[config.mk]
export PLATFORM = sky130hd
export DESIGN_NAME = mem_access
export DESIGN_NICKNAME = d
export VERILOG_FILES = /design/src/rtl/mem_access_pkg.sv /design/src/rtl/mem_access_load_ext.sv /design/src/rtl/mem_access.sv
export SDC_FILE = /design/constraint.sdc
export NUM_CORES = 1
export LEC_CHECK = 0
export CAP_MARGIN = 20
export CORE_MARGIN = 3
export CORE_UTILIZATION = 36
export CTS_BUF_LIST = sky130_fd_sc_hd__clkbuf_4 sky130_fd_sc_hd__clkbuf_8 sky130_fd_sc_hd__clkbuf_16
export CTS_CLUSTER_SIZE = 10
export DETAILED_ROUTE_END_ITERATION = 8
export GPL_ROUTABILITY_DRIVEN = 0
export PLACE_DENSITY = 0.88
export SLEW_MARGIN = 15
export SYNTH_ARGS = -nofsm -noshare
export SYNTH_HDL_FRONTEND = slang
export SYNTH_SLANG_ARGS = --single-unit
[constraint.sdc]
create_clock -name clk_in -period 3.15 [get_ports clk_in]
set_input_delay 0.4725 -clock clk_in [delete_from_list [all_inputs] [get_ports clk_in]]
set_output_delay 0.4725 -clock clk_in [all_outputs]
set_load 0.03 [all_outputs]
[src/rtl/mem_access_pkg.sv]
// Shared definitions for the memory-access stage: op codes, request lengths,
// FSM state encodings and small op-classification helpers.
package mem_access_pkg;

  localparam int DATA_W = 32;

  typedef enum logic [3:0] {
    OP_NONE = 4'd0,
    OP_LB   = 4'd1,
    OP_LH   = 4'd2,
    OP_LW   = 4'd3,
    OP_LBU  = 4'd4,
    OP_LHU  = 4'd5,
    OP_SB   = 4'd6,
    OP_SH   = 4'd7,
    OP_SW   = 4'd8
  } mem_op_e;

  typedef enum logic [1:0] {
    LEN_BYTE = 2'd0,
    LEN_HALF = 2'd1,
    LEN_WORD = 2'd2
  } req_len_e;

  typedef enum logic [1:0] {
    ST_IDLE = 2'd0,
    ST_WAIT = 2'd1,
    ST_DONE = 2'd2
  } state_e;

  function automatic logic is_store(input logic [3:0] op);
    return (op == OP_SB) || (op == OP_SH) || (op == OP_SW);
  endfunction

  function automatic logic [1:0] op_len(input logic [3:0] op);
    case (op)
      OP_LB, OP_LBU, OP_SB: return LEN_BYTE;
      OP_LH, OP_LHU, OP_SH: return LEN_HALF;
      default:              return LEN_WORD;
    endcase
  endfunction

  // Only the bytes covered by the access length reach the memory controller.
  function automatic logic [DATA_W-1:0] store_wdata(input logic [3:0] op,
                                                    input logic [DATA_W-1:0] data);
    case (op)
      OP_SB:   return {24'd0, data[7:0]};
      OP_SH:   return {16'd0, data[15:0]};
      default: return data;
    endcase
  endfunction

  function automatic logic misaligned(input logic [3:0] op, input logic [1:0] addr_lo);
    case (op)
      OP_LH, OP_LHU, OP_SH: return addr_lo[0];
      OP_LW, OP_SW:         return |addr_lo;
      default:              return 1'b0;
    endcase
  endfunction

endpackage

[src/rtl/mem_access_load_ext.sv]
// Combinational load extension: selects byte/half/word from returned data and
// sign- or zero-extends it according to the load op.
module mem_load_ext
  import mem_access_pkg::*;
(
  input  logic [3:0]        op,
  input  logic [DATA_W-1:0] rdata,
  output logic [DATA_W-1:0] data
);

  logic signed [7:0]        byte_s;
  logic signed [15:0]       half_s;
  logic signed [DATA_W-1:0] byte_ext;
  logic signed [DATA_W-1:0] half_ext;

  always_comb begin
    byte_s   = rdata[7:0];
    half_s   = rdata[15:0];
    byte_ext = DATA_W'(byte_s);
    half_ext = DATA_W'(half_s);
    data     = rdata;
    case (op)
      OP_LB:   data = byte_ext;
      OP_LH:   data = half_ext;
      OP_LBU:  data = {24'd0, rdata[7:0]};
      OP_LHU:  data = {16'd0, rdata[15:0]};
      default: data = rdata;
    endcase
  end

endmodule

[src/rtl/mem_access.sv]
// Memory-access pipeline stage: issues load/store requests to memctrl and stalls
// the pipe until the ack. Define MEM_MISALIGN_CHK_EN to trap misaligned accesses.
module mem_access
  import mem_access_pkg::*;
(
  input  logic              clk_in,
  input  logic              rst_in,
  input  logic              rdy_in,
  input  logic [4:0]        ex_reg_addr,
  input  logic [DATA_W-1:0] ex_reg_data,
  input  logic              ex_if_write,
  input  logic [3:0]        ex_mem_op,
  input  logic [DATA_W-1:0] ex_mem_addr,
  input  logic [DATA_W-1:0] ex_store_data,
  output logic [4:0]        mem_reg_addr,
  output logic [DATA_W-1:0] mem_reg_data,
  output logic              if_write,
  output logic              mem_stall_req,
  output logic              mc_req_valid,
  output logic              mc_req_we,
  output logic [1:0]        mc_req_len,
  output logic [DATA_W-1:0] mc_req_addr,
  output logic [DATA_W-1:0] mc_req_wdata,
  input  logic              mc_ack,
  input  logic [DATA_W-1:0] mc_rdata,
  output logic              misalign_err
);

  state_e            state;
  state_e            state_next;
  logic              mem_op_act;
  logic              store_op;
  logic              bad_align;
  logic [4:0]        res_addr;
  logic [DATA_W-1:0] res_data;
  logic              res_we;
  logic [DATA_W-1:0] load_data;

  assign mem_op_act = (ex_mem_op != OP_NONE);
  assign store_op   = is_store(ex_mem_op);

  mem_load_ext u_load_ext (
    .op    (ex_mem_op),
    .rdata (mc_rdata),
    .data  (load_data)
  );

`ifdef MEM_MISALIGN_CHK_EN
  assign bad_align = misaligned(ex_mem_op, ex_mem_addr[1:0]);

  always_ff @(posedge clk_in or posedge rst_in) begin
    if (rst_in) begin
      misalign_err <= 1'b0;
    end else if (rdy_in && (state == ST_IDLE) && mem_op_act && bad_align) begin
      misalign_err <= 1'b1;
    end
  end
`else
  assign bad_align    = 1'b0;
  assign misalign_err = 1'b0;
`endif

  always_ff @(posedge clk_in or posedge rst_in) begin
    if (rst_in) begin
      state <= ST_IDLE;
    end else if (rdy_in) begin
      state <= state_next;
    end
  end

  // Result latch: captured on ack in WAIT, or cleared when a misaligned op is trapped.
  always_ff @(posedge clk_in or posedge rst_in) begin
    if (rst_in) begin
      res_addr <= '0;
      res_data <= '0;
      res_we   <= 1'b0;
    end else if (rdy_in) begin
      if ((state == ST_IDLE) && mem_op_act && bad_align) begin
        res_addr <= '0;
        res_data <= '0;
        res_we   <= 1'b0;
      end else if ((state == ST_WAIT) && mc_ack) begin
        res_addr <= store_op ? 5'd0 : ex_reg_addr;
        res_data <= store_op ? '0 : load_data;
        res_we   <= store_op ? 1'b0 : ex_if_write;
      end
    end
  end

  always_comb begin
    state_next    = state;
    mem_stall_req = mem_op_act && (state != ST_DONE) && !rst_in;
    mc_req_valid  = (state == ST_WAIT);
    mc_req_we     = store_op;
    mc_req_len    = op_len(ex_mem_op);
    mc_req_addr   = ex_mem_addr;
    mc_req_wdata  = store_wdata(ex_mem_op, ex_store_data);
    mem_reg_addr  = '0;
    mem_reg_data  = '0;
    if_write      = 1'b0;

    case (state)
      ST_IDLE: if (mem_op_act) state_next = bad_align ? ST_DONE : ST_WAIT;
      ST_WAIT: if (mc_ack) state_next = ST_DONE;
      ST_DONE: state_next = ST_IDLE;
      default: state_next = ST_IDLE;
    endcase

    // Non-memory ops bypass the FSM entirely; memory ops expose the latched result in DONE.
    if (!mem_op_act) begin
      mem_reg_addr = ex_reg_addr;
      mem_reg_data = ex_reg_data;
      if_write     = ex_if_write;
    end else if (state == ST_DONE) begin
      mem_reg_addr = res_addr;
      mem_reg_data = res_data;
      if_write     = res_we;
    end
  end

endmodule

# Word-level counts from Yosys, hierarchy flattened
# Cells that the tools add are included.
[totals] latchBits=0 output_inout_bits=108 ramBits=0 register_bits=40 mem_count=0 in_bits=142 mem_bits_ro=0
[classes] n_bitwise=0 n_eq_ne=12 shifts=0 div=0 reduce_logical=12 multipliers=0 addsub=0 muxes=15 magnitude_cmp=0
[ops] op="$pmux W32 S4" n=1
[ops] op="$mux W32" n=3
[ops] op="$pmux W32 S2" n=1
[ops] op="$eq A4 B3 Y1 const B" n=4
[ops] op="$mux W5" n=3
[ops] op="$pmux W2 S2" n=2
[ops] op="$reduce_or A3 Y1" n=2
[ops] op="$eq A4 B1 Y1 const B" n=1
[ops] op="$eq A4 B2 Y1 const B" n=1
[ops] op="$eq A4 B4 Y1 const B" n=1
[ops] op="$mux W2" n=2
[ops] op="$ne A2 B2 Y1 const B" n=2
[ops] op="$reduce_bool A4 Y1" n=1
[ops] op="$logic_and A1 B1 Y1" n=3
[ops] op="$mux W1" n=3
[ops] op="$reduce_and A3 Y1" n=1
[ops] op="$eq A2 B1 Y1 const B" n=1
[ops] op="$eq A2 B2 Y1 const B" n=1
[ops] op="$logic_not A2 Y1" n=1
[ops] op="$logic_or A1 B1 Y1" n=2
[ops] op="$ne A2 B1 Y1 const B" n=1
[ops] op="$reduce_and A2 Y1" n=1
[ops] op="$logic_not A1 Y1" n=1

# Depth between registers and ports, before layout
# Gate-level depths: netlist of the first run.
[logic_depth] word_depth=4 mapped_depth=6

# By module
# Synthesis of the first run repeated with hierarchy kept, for this count alone.
[unflattened] hier_cells=430 area_unflattened_um2=3141.8
[by_module_without_submodules] module="mem_access" area_per_inst_um2=2745.1 cells_each=381 instances=1
[by_module_without_submodules] module="mem_load_ext" area_per_inst_um2=396.6 cells_each=49 instances=1

# Worst setup path before layout of the first run
# OpenSTA, ideal clock, no wires.
[synth_path] path_type="register to output" start="reg state[1]" end="out mem_reg_data[16]" stages_incl_launch_ff=7 slack_ns=0.926 arrival_time_ns=1.752 required_time_ns=2.677 cell_sequence="dfrtp_1 -> inv_1 -> nor2_1 -> buf_2 -> clkbuf_1 -> nand2_1 -> o21ai_0"
[synth_via] elab_chain_cells=3
[synth_rtl] item="from (decl)" line="mem_access.sv:29" source="state_e state;"
[synth_rtl] item="from (signal assigned)" line="mem_access.sv:67" source="state <= state_next;"
[synth_rtl] item="$eq A2 B2 Y1" line="mem_access.sv:114" source="end else if (state == ST_DONE) begin"
[synth_rtl] item="$mux W32" line="mem_access.sv:114"
[synth_rtl] item="$mux W32" line="mem_access.sv:110" source="if (!mem_op_act) begin"
[synth_rtl] item="to (decl)" line="mem_access.sv:16" source="output logic [DATA_W-1:0] mem_reg_data,"
# No other way between the ends.

# Worst setup path in the final report of the first run
[layout_path] start="in ex_mem_op[2]" end="out mc_req_wdata[11]"
[layout_via] elab_chain_cells=2 elab_cells_between_ends=3 cone_classes="eq/ne (2); mux (1)"
[layout_rtl] item="from (decl)" line="mem_access.sv:12" source="input logic [3:0] ex_mem_op,"
[layout_rtl] item="$eq A4 B3 Y1" line="mem_access_pkg.sv:46" source="case (op)"
[layout_rtl] item="$pmux W32 S2 (*)" line="mem_access_pkg.sv:46"
[layout_rtl] item="to (decl)" line="mem_access.sv:23" source="output logic [DATA_W-1:0] mc_req_wdata,"
# Mark *: on every way between the ends. The rest lies on a longest branch, timed or not.

==> flow_metrics.env, run 1 <==
export IMPL_outcome="finished clean"
export IMPL_grt_pass1_vias=3190
export IMPL_dp_cells=615
export IMPL_syn2layout_area_growth_pct=50.21
export IMPL_clock_latency_ns=0.28
export IMPL_start_util_pct=37.91
export IMPL_p_leak_nw=1.796
export IMPL_final_area_sq_um=4514
export IMPL_holdWs_ns=0.4829
export IMPL_root_buffer="clkbuf_8"
export IMPL_dieArea_sq_um=9481
export IMPL_fmax_ghz=0.3580
export IMPL_finalSetupViolCount=0
export IMPL_fin_nets=662
export IMPL_place_hpwl_microns=7705
export IMPL_postCtsHoldBufs=0
export IMPL_worstPathArrival_ns=2.32
export IMPL_ys_warn_count=0
export IMPL_wl_microns=9598
export IMPL_slew_headroom_pct=56.84
export IMPL_die_height_microns=97.37
export IMPL_grt_ovfl_total=0
export IMPL_fin_crit_ns=2.793
export IMPL_htreeDepth=2
export IMPL_firstDrtPassIters=4
export IMPL_critPathRequiredTime_ns=2.68
export IMPL_io_buffers=168
export IMPL_drv_cap=0
export IMPL_grt_pass1_wl_microns=15720
export IMPL_powerDensity_nw_per_um2=529.5
export IMPL_hold_class="register to register"
export IMPL_final_setup_tns_ns=0
export IMPL_antenna_found_initial=0
export IMPL_hold_depth=2
export IMPL_tritoncts="yes"
export IMPL_drtIter0Drc=104
export IMPL_ant_nets=0
export IMPL_place_area_sq_um=4433
export IMPL_vias=3040
export IMPL_r2r_slack_ns=1.41
export IMPL_post_cts_resized=0
export IMPL_grt_max_degree=58
export IMPL_synth_ff_latch_count=40
export IMPL_slew_viol_final=0
export IMPL_core_rowCount=32
export IMPL_diodes=0
export IMPL_cts_buffers=5
export IMPL_fin_cells=622
export IMPL_end_kind="output pin"
export IMPL_ir_worst_vdd_mv=0.1754
export IMPL_grt_usage_pct=20.11
export IMPL_rsz0062_at_grt="false"
export IMPL_syn_avg_cell_area_sq_um=7.495
export IMPL_clk_path_buf_depth=2
export IMPL_clk_pin_slew_worst_paths_ns=0.08
export IMPL_fin_util_pct=56.94
export IMPL_clock_sinks=40
export IMPL_tightest_slew_ns=0.6453
export IMPL_clock_skew_ns=0.007175
export IMPL_ys_seq_area_share_pct=33.31
export IMPL_cts_setup_buffers=0
export IMPL_synth_cells=401
export IMPL_post_route_period_util_pct=88.68
export IMPL_die_w_microns=97.37
export IMPL_hold_viol_final=0
export IMPL_ys_types=34
export IMPL_avgRoutedWirePerCell_microns=15.43
export IMPL_core_sq_um=7928
export IMPL_crit_fanout=8
export IMPL_syn_area_sq_um=3005
export IMPL_io_pins=250
export IMPL_worstRegToRegCells=5
export IMPL_critPathKind="primary input to output pin"
export IMPL_drc=0
export IMPL_critPathLaunchType="primary input"
export IMPL_vias_per_cell=4.887
export IMPL_syn_nets=543
export IMPL_drive_gt1_share_pct=15.58
## registers in the layout, summed over array words and instances (netlist names)
register,cells
res_data,32
res_we,1
state,2
res_addr,5
## synth_stat cells
library cell	count	area share, %
buf_6	4	1.5
and2b_1	1	0.25
nor3_4	1	0.54
buf_2	8	1.3
inv_1	3	0.37
nor3_1	24	4.0
nor4b_4	2	1.6
o21ai_0	47	7.8
nand2_1	115	14
nor2b_1	9	1.9
xor2_1	2	0.58
o21ai_1	7	1.2
nand3_1	1	0.17
a21oi_1	2	0.33
nor3_2	11	3.7
nor4_4	2	1.4
a221oi_1	1	0.29
o22ai_1	1	0.21
and3_1	1	0.21
nand3b_2	1	0.37
a21o_1	1	0.25
nor4b_2	2	1.0
and2_1	17	3.5
a211oi_1	7	1.7
o21bai_1	1	0.25
dfrtp_1	40	33
o21a_1	1	0.25
nor2_4	1	0.37
nor2_1	28	3.5
buf_4	46	11
o22a_1	1	0.29
clkbuf_1	11	1.4
conb_1	1	0.12
nand2b_4	1	0.46
## worst max-delay path, cell delays in order
cell and delay (ns):
clkdlybuf4s50_1 0.62, nand3b_2 0.12, nor2_1 0.38, nor2b_1 0.10, clkdlybuf4s50_1 0.62
## stage by stage
stage               setup slack (ns)  total power [mW]
detailed placement            0.3382             2.092
global route                  0.2592             2.574
finish                        0.3566             2.390
global placement              0.4235             2.039
floorplan                     0.9256             1.680
CTS                           0.3404             2.423
## final cells by class
class                   instances  area (sq um)
fillers                       743          3413
repair buffers                181          1769
multi-input cells             289          1524
flip-flops and latches         40          1001
well taps                     102         127.6
clock buffers                   5         68.82
clock inverters                 2         12.51
inverters                       3         11.26
## cells by family after synthesis
family	count (synthesis)	share of synthesized area (%)
other cells	1	0.1248
xor+xnor	2	0.5830
flops	40	33.31
buf+inv	72	16.07
simple gates	217	37.30
compound gates	69	12.62
## power by group
| part | switching (mW) | total [mW] | leakage (nW) | internal [mW] |
|---|---|---|---|---|
| clock network | 0.169 | 0.319 | 0.0400 | 0.150 |
| registers | 0.139 | 0.899 | 0.478 | 0.760 |
| logic | 0.642 | 1.17 | 1.28 | 0.530 |
## metal layers
metal / up-vias / GRT usage, % / wire, microns
met5: - / 0 / 0
met4: 0 / 8.413 / 274
met3: 30 / 5.312 / 747
met2: 136 / 36.74 / 5129
met1: 1372 / 21.76 / 3446
li1: 1502 / - / -
## final timing paths
kind                                   start                to
worst max-delay path            ex_mem_op[2]  mc_req_wdata[11]
worst min-delay path             res_data[5]       res_data[5]
worst max register to register      state[1]      res_data[17]
worst min register to register   res_data[5]       res_data[5]
max in group asynchronous             rst_in       res_addr[1]
min in group asynchronous             rst_in       res_addr[0]
## layout by cell type, fill, tap and decap left out, types with 2 or more instances in the layout
cell type        instances
clkdlybuf4s50_1        129
nand2_1                115
o21ai_0                 47
buf_4                   45
dfrtp_1                 40
nor2_1                  27
nor3_1                  24
and2_1                  17
nor3_2                  11
nor2b_1                  9
o21ai_1                  7
a211oi_1                 7
buf_12                   7
clkbuf_8                 5
nor4b_4                  2
nor4b_2                  2
nor4_4                   2
inv_1                    2
xor2_1                   2
a21oi_1                  2
Power figures use the tool's default switching activity.
==> run 2, diff against run 1 <==
- CORE_UTILIZATION: 36 -> 25
- DONT_BUFFER_PORTS: unset -> 1
- PLACE_DENSITY: 0.88 -> 0.38
- SKIP_LAST_GASP: unset -> 1
==> flow_metrics.env, run 2 (same netlist as run 1, synthesis figures left out) <==
export IMPL_grt_usage_pct=12.80
export IMPL_fmax_ghz=0.4089
export IMPL_hold_class="primary input to asynchronous set/reset pin"
export IMPL_wl_microns=8907
export IMPL_crit_path_max_incr_delay_ns=0.47
export IMPL_drc=0
export IMPL_fin_cells=526
export IMPL_grt_max_degree=55
export IMPL_grt_pass1_vias=2464
export IMPL_postCtsHoldBufs=0
export IMPL_die_w_microns=115.6
export IMPL_swShare_pct=39.41
export IMPL_crit_top_cell="buf_4"
export IMPL_pwr_share_comb_pct=39.8
export IMPL_io_buffers=0
export IMPL_clk_path_buf_depth=2
export IMPL_regArea_sq_um=1001
export IMPL_place_hpwl_microns=6634
export IMPL_syn2layout_area_growth_pct=5.953
export IMPL_powerDensity_nw_per_um2=718.7
export IMPL_tightest_slew_ns=0.8870
export IMPL_grt_ovfl_total=0
export IMPL_finalSetupViolCount=0
export IMPL_drive_gt1_share_pct=19.42
export IMPL_slew_headroom_pct=40.78
export IMPL_drtIter0Drc=98
export IMPL_post_cts_resized=0
export IMPL_regToRegStartpoint="state[1]"
export IMPL_avgRoutedWirePerCell_microns=16.93
export IMPL_worstPathArrival_ns=1.97
export IMPL_cts_setup_buffers=0
export IMPL_rr_endpoint="res_data[29]"
export IMPL_die_height_microns=115.6
export IMPL_holdWs_ns=0.2693
export IMPL_dieArea_sq_um=13370
export IMPL_critPathKind="register to output pin"
export IMPL_firstDrtPassIters=4
export IMPL_crit_slowest_cell="nor2_4"
export IMPL_worstRegToRegCells=5
export IMPL_start_util_pct=25.99
export IMPL_critPathLaunchType="register"
export IMPL_crit_fanout=23
export IMPL_outcome="finished clean"
export IMPL_fin_nets=523
export IMPL_slew_viol_final=0
export IMPL_dp_cells=517
export IMPL_drv_cap=0
export IMPL_clock_sinks=40
export IMPL_grt_pass1_wl_microns=13370
export IMPL_rsz0062_at_grt="false"
export IMPL_crit_chain="inv_1, nor2_4, buf_4, nand2_1, o21ai_0, buf_4"
export IMPL_final_setup_tns_ns=0
export IMPL_final_common_cell="nand2_1"
export IMPL_p_int_mw=1.387
export IMPL_vias=2479
export IMPL_antenna_found_initial=2
export IMPL_ir_worst_vdd_mv=0.1742
export IMPL_clock_skew_ns=0.004423
export IMPL_clk_pin_slew_worst_paths_ns=0.06
export IMPL_io_pins=250
export IMPL_end_kind="output pin"
export IMPL_tritoncts="yes"
export IMPL_ant_nets=0
export IMPL_hold_viol_final=0
export IMPL_reg_top3="res_data (32), res_addr (5), state (2)"
export IMPL_p_leak_nw=1.256
export IMPL_n_fill_cell=1297
export IMPL_fin_util_pct=27.53
export IMPL_root_buffer="clkbuf_16"
export IMPL_layout_common_cells="nand2_1, o21ai_0, buf_4"
export IMPL_fin_crit_ns=2.446
export IMPL_core_rowCount=39
export IMPL_vias_per_cell=4.713
export IMPL_multi_input_area_sq_um=1535
export IMPL_p_switching_mw=0.9019
export IMPL_clock_latency_ns=0.28
export IMPL_seq_power_share_pct=38.9
export IMPL_core_sq_um=11560
export IMPL_htreeDepth=2
export IMPL_post_route_period_util_pct=77.65
export IMPL_cts_buffers=5
export IMPL_top_register="res_data"
export IMPL_largest_reg_flops=32
export IMPL_clock_power_share_pct=21.3
export IMPL_critPathRequiredTime_ns=2.68
export IMPL_r2r_slack_ns=1.06
-- run 2: changes by cell type in the layout (fill, tap and decap cells not counted), moves of 2 or more --
cell,delta
buf_12,-7
clkbuf_8,-5
diode_2,+2
clkbuf_16,+5
buf_4,-3
clkdlybuf4s50_1,-129
-- run 2: area by class of cell --
| type | instances | share of cell area (%) |
|---|---|---|
| well taps | 143 | 5.619 |
| repair buffers | 42 | 9.902 |
| multi-input cells | 289 | 48.21 |
| diodes | 2 | 0.1572 |
| inverters | 3 | 0.3536 |
| clock inverters | 1 | 0.1572 |
| flip-flops and latches | 40 | 31.43 |
| clock buffers | 6 | 4.165 |
-- run 2: stage by stage --
step	worst slack, ns	power, mW	instance area, sq um
2_1_floorplan	0.9256	1.680	3005
3_3_place_gp	0.9570	1.817	3042
3_5_place_dp	0.9458	1.828	3042
4_1_cts	0.6459	2.334	3179
5_1_grt	0.4698	2.491	3184
6_report	0.7042	2.288	3184
-- run 2: worst max-delay path by stage --
stage	from	end	slack, ns	depth (start not counted)
3_3_place_gp	state[1]	mem_reg_data[4]	0.96	6
3_5_place_dp	state[1]	mem_reg_data[28]	0.95	6
5_1_grt	state[1]	mem_reg_addr[3]	0.47	6
2_1_floorplan	state[1]	mem_reg_data[16]	0.93	6
6_report	state[1]	mem_reg_data[4]	0.70	6
4_1_cts	state[1]	mem_reg_data[4]	0.65	6
-- run 2: per-layer routing --
layer / up-vias / share of wire [%] / GRT usage (%)
li1: 1224 / - / -
met1: 1098 / 39 / 15.16
met2: 137 / 48 / 21.53
met3: 20 / 10 / 3.760
met4: 0 / 3.1 / 5.723
met5: - / 0 / 0
-- run 2: power groups by stage --
stage               Combinational [mW]  Clock (mW)  Sequential [mW]
CTS                              0.930       0.513            0.891
global placement                 0.922           0            0.896
detailed placement               0.927           0            0.900
global route                      1.03       0.538            0.925
finish                           0.911       0.488            0.890
floorplan                        0.818           0            0.862
-- run 2: worst max-delay path, delay by kind of cell, from the launching register on --
| family | cells | cell delay (ns) |
|---|---|---|
| buffers and inverters | 3 | 0.60 |
| flip-flops | 1 | 0.36 |
| AND/OR/NAND/NOR | 2 | 0.58 |
| AO/OA/AOI/OAI | 1 | 0.16 |
